### config.mk
export PLATFORM = sky130hd
export DESIGN_NAME = serial_deserializer
export DESIGN_NICKNAME = d
export VERILOG_FILES = /design/src/rtl/serial_pkg.sv /design/src/rtl/out_hold_reg.sv /design/src/rtl/serial_deserializer.sv
export SDC_FILE = /design/constraint.sdc
export NUM_CORES = 1
export LEC_CHECK = 0
export CORE_MARGIN = 8
export CORE_UTILIZATION = 53
export CTS_CLUSTER_SIZE = 10
export DETAILED_ROUTE_END_ITERATION = 8
export DONT_BUFFER_PORTS = 1
export PLACE_DENSITY = 0.68
export SLEW_MARGIN = 10
export SYNTH_ARGS = -nofsm -noshare
export SYNTH_HDL_FRONTEND = slang
export SYNTH_SLANG_ARGS = --single-unit
### constraint.sdc
create_clock -name clk -period 1.4 [get_ports clk]
set_input_delay 0 -clock clk [delete_from_list [all_inputs] [get_ports clk]]
set_output_delay 0 -clock clk [all_outputs]
set_load 0.01 [all_outputs]
### src/rtl/serial_pkg.sv
// rtl/serial_pkg.sv - shared FSM state type and counter sizing for the serial deserializer
package serial_pkg;

  typedef enum logic {
    IDLE  = 1'b0,
    SHIFT = 1'b1
  } state_e;

  // One extra bit over clog2 keeps the count of received bits representable at WIDTH.
  function automatic int cnt_width(input int w);
    return $clog2(w) + 1;
  endfunction

endpackage

### src/rtl/out_hold_reg.sv
// rtl/out_hold_reg.sv - one-entry valid/ready word buffer with drop detection and sticky overflow
module out_hold_reg #(
  parameter int WIDTH = 8
) (
  input  logic             clk,
  input  logic             rst,
  input  logic             in_valid,
  input  logic [WIDTH-1:0] in_data,
  input  logic             out_ready,
  input  logic             clr_ovf,
  output logic [WIDTH-1:0] out_data,
  output logic             out_valid,
  output logic             overflow
);

  logic [WIDTH-1:0] data_q, data_d;
  logic             valid_q, valid_d;
  logic             ovf_q, ovf_d;
  logic             drop;

  always_ff @(posedge clk) begin
    if (rst) begin
      data_q  <= '0;
      valid_q <= 1'b0;
      ovf_q   <= 1'b0;
    end else begin
      data_q  <= data_d;
      valid_q <= valid_d;
      ovf_q   <= ovf_d;
    end
  end

  always_comb begin
    data_d  = data_q;
    valid_d = valid_q;
    drop    = 1'b0;
    if (in_valid) begin
      // A word arriving while the consumer drains the old one loads with no bubble.
      if (!valid_q || out_ready) begin
        data_d  = in_data;
        valid_d = 1'b1;
      end else begin
        drop = 1'b1;
      end
    end else if (valid_q && out_ready) begin
      valid_d = 1'b0;
    end
  end

  // Set takes priority over clear so a drop is never lost.
  always_comb begin
    ovf_d = ovf_q;
    if (clr_ovf) ovf_d = 1'b0;
    if (drop)    ovf_d = 1'b1;
  end

  assign out_data  = data_q;
  assign out_valid = valid_q;
  assign overflow  = ovf_q;

endmodule

### src/rtl/serial_deserializer.sv
// rtl/serial_deserializer.sv - sync-framed serial-to-parallel word assembler feeding a one-entry output buffer
module serial_deserializer
  import serial_pkg::*;
#(
  parameter int WIDTH     = 8,
  parameter bit MSB_FIRST = 1'b1
) (
  input  logic             clk,
  input  logic             rst,
  input  logic             sdi,
  input  logic             en,
  input  logic             sync,
  output logic [WIDTH-1:0] out_data,
  output logic             out_valid,
  input  logic             out_ready,
  output logic             overflow,
  input  logic             clr_ovf
);

  localparam int            CW       = cnt_width(WIDTH);
  localparam logic [CW-1:0] LAST_BIT = CW'(WIDTH - 1);

  state_e           state_q, state_d;
  logic [CW-1:0]    cnt_q, cnt_d;
  logic [WIDTH-1:0] shreg_q, shreg_d;
  logic             word_done;

  function automatic logic [WIDTH-1:0] shift_in(input logic [WIDTH-1:0] base, input logic b);
    if (MSB_FIRST) return {base[WIDTH-2:0], b};
    else           return {b, base[WIDTH-1:1]};
  endfunction

  always_ff @(posedge clk) begin
    if (rst) begin
      state_q <= IDLE;
      cnt_q   <= '0;
      shreg_q <= '0;
    end else begin
      state_q <= state_d;
      cnt_q   <= cnt_d;
      shreg_q <= shreg_d;
    end
  end

  // Once framed, the deserializer never returns to IDLE except through reset.
  always_comb begin
    state_d = state_q;
    if (sync) state_d = SHIFT;
  end

  always_comb begin
    cnt_d     = cnt_q;
    shreg_d   = shreg_q;
    word_done = 1'b0;
    if (sync) begin
      // Resync discards any partial word; the strobe's own bit starts the new one.
      cnt_d   = en ? CW'(1) : '0;
      shreg_d = en ? shift_in('0, sdi) : '0;
    end else if (state_q == SHIFT && en) begin
      shreg_d = shift_in(shreg_q, sdi);
      if (cnt_q == LAST_BIT) begin
        cnt_d     = '0;
        word_done = 1'b1;
      end else begin
        cnt_d = cnt_q + 1'b1;
      end
    end
  end

  out_hold_reg #(
    .WIDTH(WIDTH)
  ) u_out_hold_reg (
    .clk      (clk),
    .rst      (rst),
    .in_valid (word_done),
    .in_data  (shreg_d),
    .out_ready(out_ready),
    .clr_ovf  (clr_ovf),
    .out_data (out_data),
    .out_valid(out_valid),
    .overflow (overflow)
  );

endmodule

==> PnR_summary.wiki <==
{| class="wikitable"
! Metric !! Value
|-
| Number of antenna violations at the first check in global routing || 0
|-
| Register Area || 443 sq um
|-
| Minimum clock period || 1.38 ns
|-
| Status || completed
|-
| Inserted Clock Buffers || 3
|-
| Family of cells with the greatest summed delay on the critical path || simple AND/OR/NAND/NOR gates
|-
| First-pass DRT Iterations || 4
|-
| Average vias per placed instance || 5.46
|-
| Ordered list of cells on the worst path || ha_4, nand3b_1, buf_4, or3_4, o31ai_4
|-
| CTS sink cnt || 22
|-
| Multiplexer area fraction after synthesis || 8.67%
|-
| Sum Neg Setup Slack || 0 ns
|-
| Post-synthesis area per instance || 9.38 sq um
|-
| Ratio of total power to cell area || 1070 mW/mm^2
|-
| Count of maximum capacitance violations || 0
|-
| Top_reg_cell synth || dfxtp_1
|-
| Sequential cell area fraction in the yosys report || 46.9%
|-
| Placement-stage worst setup slack || -0.0620 ns
|-
| CTS tree || done
|-
| Library cell with the largest summed area after synthesis || dfxtp_1
|-
| Largest net degree at the start of global routing || 24
|-
| Fraction of the mapped netlist area in simple logic gates || 27.6%
|-
| Number of post-CTS setup repair buffers || 0
|-
| Count of yosys warnings during synthesis || 0
|-
| Critical path data arrival time || 1.62 ns
|-
| Share of flip-flops with an asynchronous set or reset after synthesis || 0%
|-
| Launching element type of the critical path || flop
|-
| WP buf/inv || 1
|-
| Crit share post-route || 98.6%
|-
| Global placement routability congestion || 0.813
|-
| Longest Clk Path Bufs || 2
|-
| Type of element capturing the critical path || flop
|-
| Minimum setup slack in the final design || 0.0202 ns
|-
| Clock Latency Late Sink || 0.32 ns
|-
| Syn Nets || 108
|-
| Number of max-slew violations in the final report || 0
|-
| Class of the most critical hold timing path || primary input to flop
|-
| Fmax || 0.725 GHz
|-
| WL final || 1.86 mm
|-
| Vias after detailed routing || 699
|-
| Largest family of logic cells by synthesized area || simple AND/OR/NAND/NOR gates
|-
| Number of distinct standard cells referenced by the synthesized netlist || 28
|-
| Area of the core region || 0.00169 sq mm
|-
| Worst Clk Skew || 0.0119 ns
|-
| Relative slew slack || 53.7%
|-
| Core Rows || 15
|-
| First-pass GRT wire length || 3.04 mm
|-
| Footprint of the multi-input gates || 495 sq um
|-
| Fraction of the mapped netlist area in compound gates || 10.8%
|-
| Number of DRC violations after detailed routing || 0
|-
| Area share of the leading cell type in the synthesized netlist || 46.9%
|-
| Number of DRC violations after detailed-routing iteration 0 || 14
|-
| Post-synthesis sequential element count || 22
|-
| Standard cell area after detailed placement || 0.00100 sq mm
|-
| Data required time at the worst endpoint || 1.64 ns
|-
| Crit Path Max Fanout || 2
|-
| I/O pin total || 17
|-
| Transition at the pin with the smallest max-transition slack || 0.692 ns
|-
| Total non-filler cell area in the finished layout || 0.00113 sq mm
|-
| Cell at the root of the clock tree || clkbuf_4
|-
| Synth area leaders || dfxtp_1 47%, nand2b_1 10%, mux2i_1 7.5%, a21oi_1 6.4%, nand2_1 6.0%
|-
| Area Growth Syn to Fin || 20.0%
|-
| Antenna Diode Count || 0
|-
| Leakage Power || 0.373 nW
|-
| Remaining global-route overflow || 0
|-
| Share of post-route cells with drive strength above 1 || 22.5%
|-
| Crit Path Class || flop to flop
|-
| Most used standard cells in the synthesized netlist || 22 x dfxtp_1, 15 x nand2_1, 15 x nand2b_1
|-
| ANT nets after route || 0
|-
| Die Footprint || 0.00337 sq mm
|-
| Number of enable flip-flop cells after synthesis || 0
|-
| Port Buffer Count || 0
|-
| Initial core utilization || 55.6%
|-
| Library cell with the highest instance count after synthesis || dfxtp_1
|-
| Detailed placer's ending HPWL || 1.17 mm
|-
| CP max stage cell || dfxtp_2
|-
| Total track usage || 11.6%
|-
| Mapped cell area || 938 sq um
|-
| Vias in the first global route || 662
|-
| Overall die height || 58.1 um
|-
| Final count of hold timing violations || 0
|-
| Mean routed wirelength per cell || 14.5 um
|-
| Worst IR Drop VDD || 0.942 mV
|-
| Xor-xnor portion of the synthesized cell area || 0.933%
|-
| Synthesized netlist cell count || 100
|-
| Setup repair after global routing missed its margin || true
|-
| Fill count || 132
|-
| Overall die width || 58.1 um
|-
| CP max stage delay || 0.37 ns
|-
| Adder-cell area share of the yosys netlist || 1.33%
|-
| Layout Nets || 120
|-
| Count of final setup violators || 0
|-
| Deepest level of the CTS H-tree || 1
|-
| Clock-pin slew reported for the worst setup and hold paths after clock tree synthesis || 0.12 ns
|}
==> layout make-up <==
type                    instances  area share [%]
repair buffers                 13            10.1
clock inverters                 1            2.67
clock buffers                   3            2.00
well taps                      17            1.89
multi-input cells              72            44.0
flip-flops and latches         22            39.3
==> per-stage QoR <==
step / instances / util, % / total power, mW / hold WS (ns)
after floorplan: 100 / - / 0.693 / 0.116
after global placement: 119 / 59.4 / 0.698 / 0.0722
after detailed placement: 119 / 59.4 / 0.699 / 0.0734
after CTS: 128 / 66.2 / 1.21 / 0.000716
after global routing: 128 / 66.7 / 1.24 / 0.0134
final: 128 / 66.7 / 1.20 / 0.00334
==> worst reg2reg max path: stages, from the launching register on <==
cell and delay, ns:
dfxtp_2 0.37, ha_4 0.13, nand3b_1 0.14, buf_4 0.18
or3_4 0.34, o31ai_4 0.16
==> routing by layer <==
layer | vias to the layer above | global-route usage (%) | wire, um
li1 | 360 | - | -
met1 | 318 | 13.3 | 884
met2 | 17 | 18.9 | 849
met3 | 4 | 3.75 | 103
met4 | 0 | 5.24 | 21
met5 | - | 0 | 0
==> flip-flops by register name (all words and copies together) (netlist names) <==
| name | flops |
|---|---|
| cnt_q | 4 |
| shreg_q | 7 |
| state_q | 1 |
| u_out_hold_reg.out_data | 8 |
| u_out_hold_reg.out_valid | 1 |
| u_out_hold_reg.overflow | 1 |
==> power by group <==
part / internal (mW) / leakage [nW] / switching (mW)
clock: 0.290 / 0.0279 / 0.204
sequential: 0.633 / 0.179 / 0.00556
combinational: 0.0334 / 0.167 / 0.0393
==> worst paths after layout <==
path / start / endpoint / slack (ns) / cells after the start
worst min register to register: shreg_q[1] / shreg_q[2] / 0.49 / 2
worst max-delay path: cnt_q[1] / u_out_hold_reg.overflow / 0.02 / 5
worst max register to register: cnt_q[1] / u_out_hold_reg.overflow / 0.02 / 5
worst min-delay path: en / u_out_hold_reg.overflow / 0.003 / 3
==> repair_timing <==
item,CTS,global route
endpoints found under the hold margin,22,0
gates resized for setup,2,2
pin swaps,1,1
hold buffers,5,0
setup endpoints to repair,8,11
gates cloned,0,0
==> cell families after synthesis <==
logic type,Yosys count
multiplexers,8
AND/OR/NAND/NOR,46
XOR/XNOR,1
buffers and inverters,6
AO/OA/AOI/OAI,16
flip-flops,22
adder cells (fa/ha/maj),1
==> cell usage in the layout, fill, tap and decap left out, drive strengths merged <==
cell and instances:
nor4b 1, o31ai 1, nor2b 1, a21oi 12, nand3b 2, or3b 1
dfxtp 22, xor2 1, nand2 16, dlygate4sd3 5, o211ai 1, or3 1
or2 1, or4 1, buf 8, nor2 4, bufinv 1, o21ai 1
and2 1, nand2b 15, mux2i 7, clkbuf 3, nand3 2, mux2 1
ha 1, a22oi 1
Power figures use the tool's default switching activity.
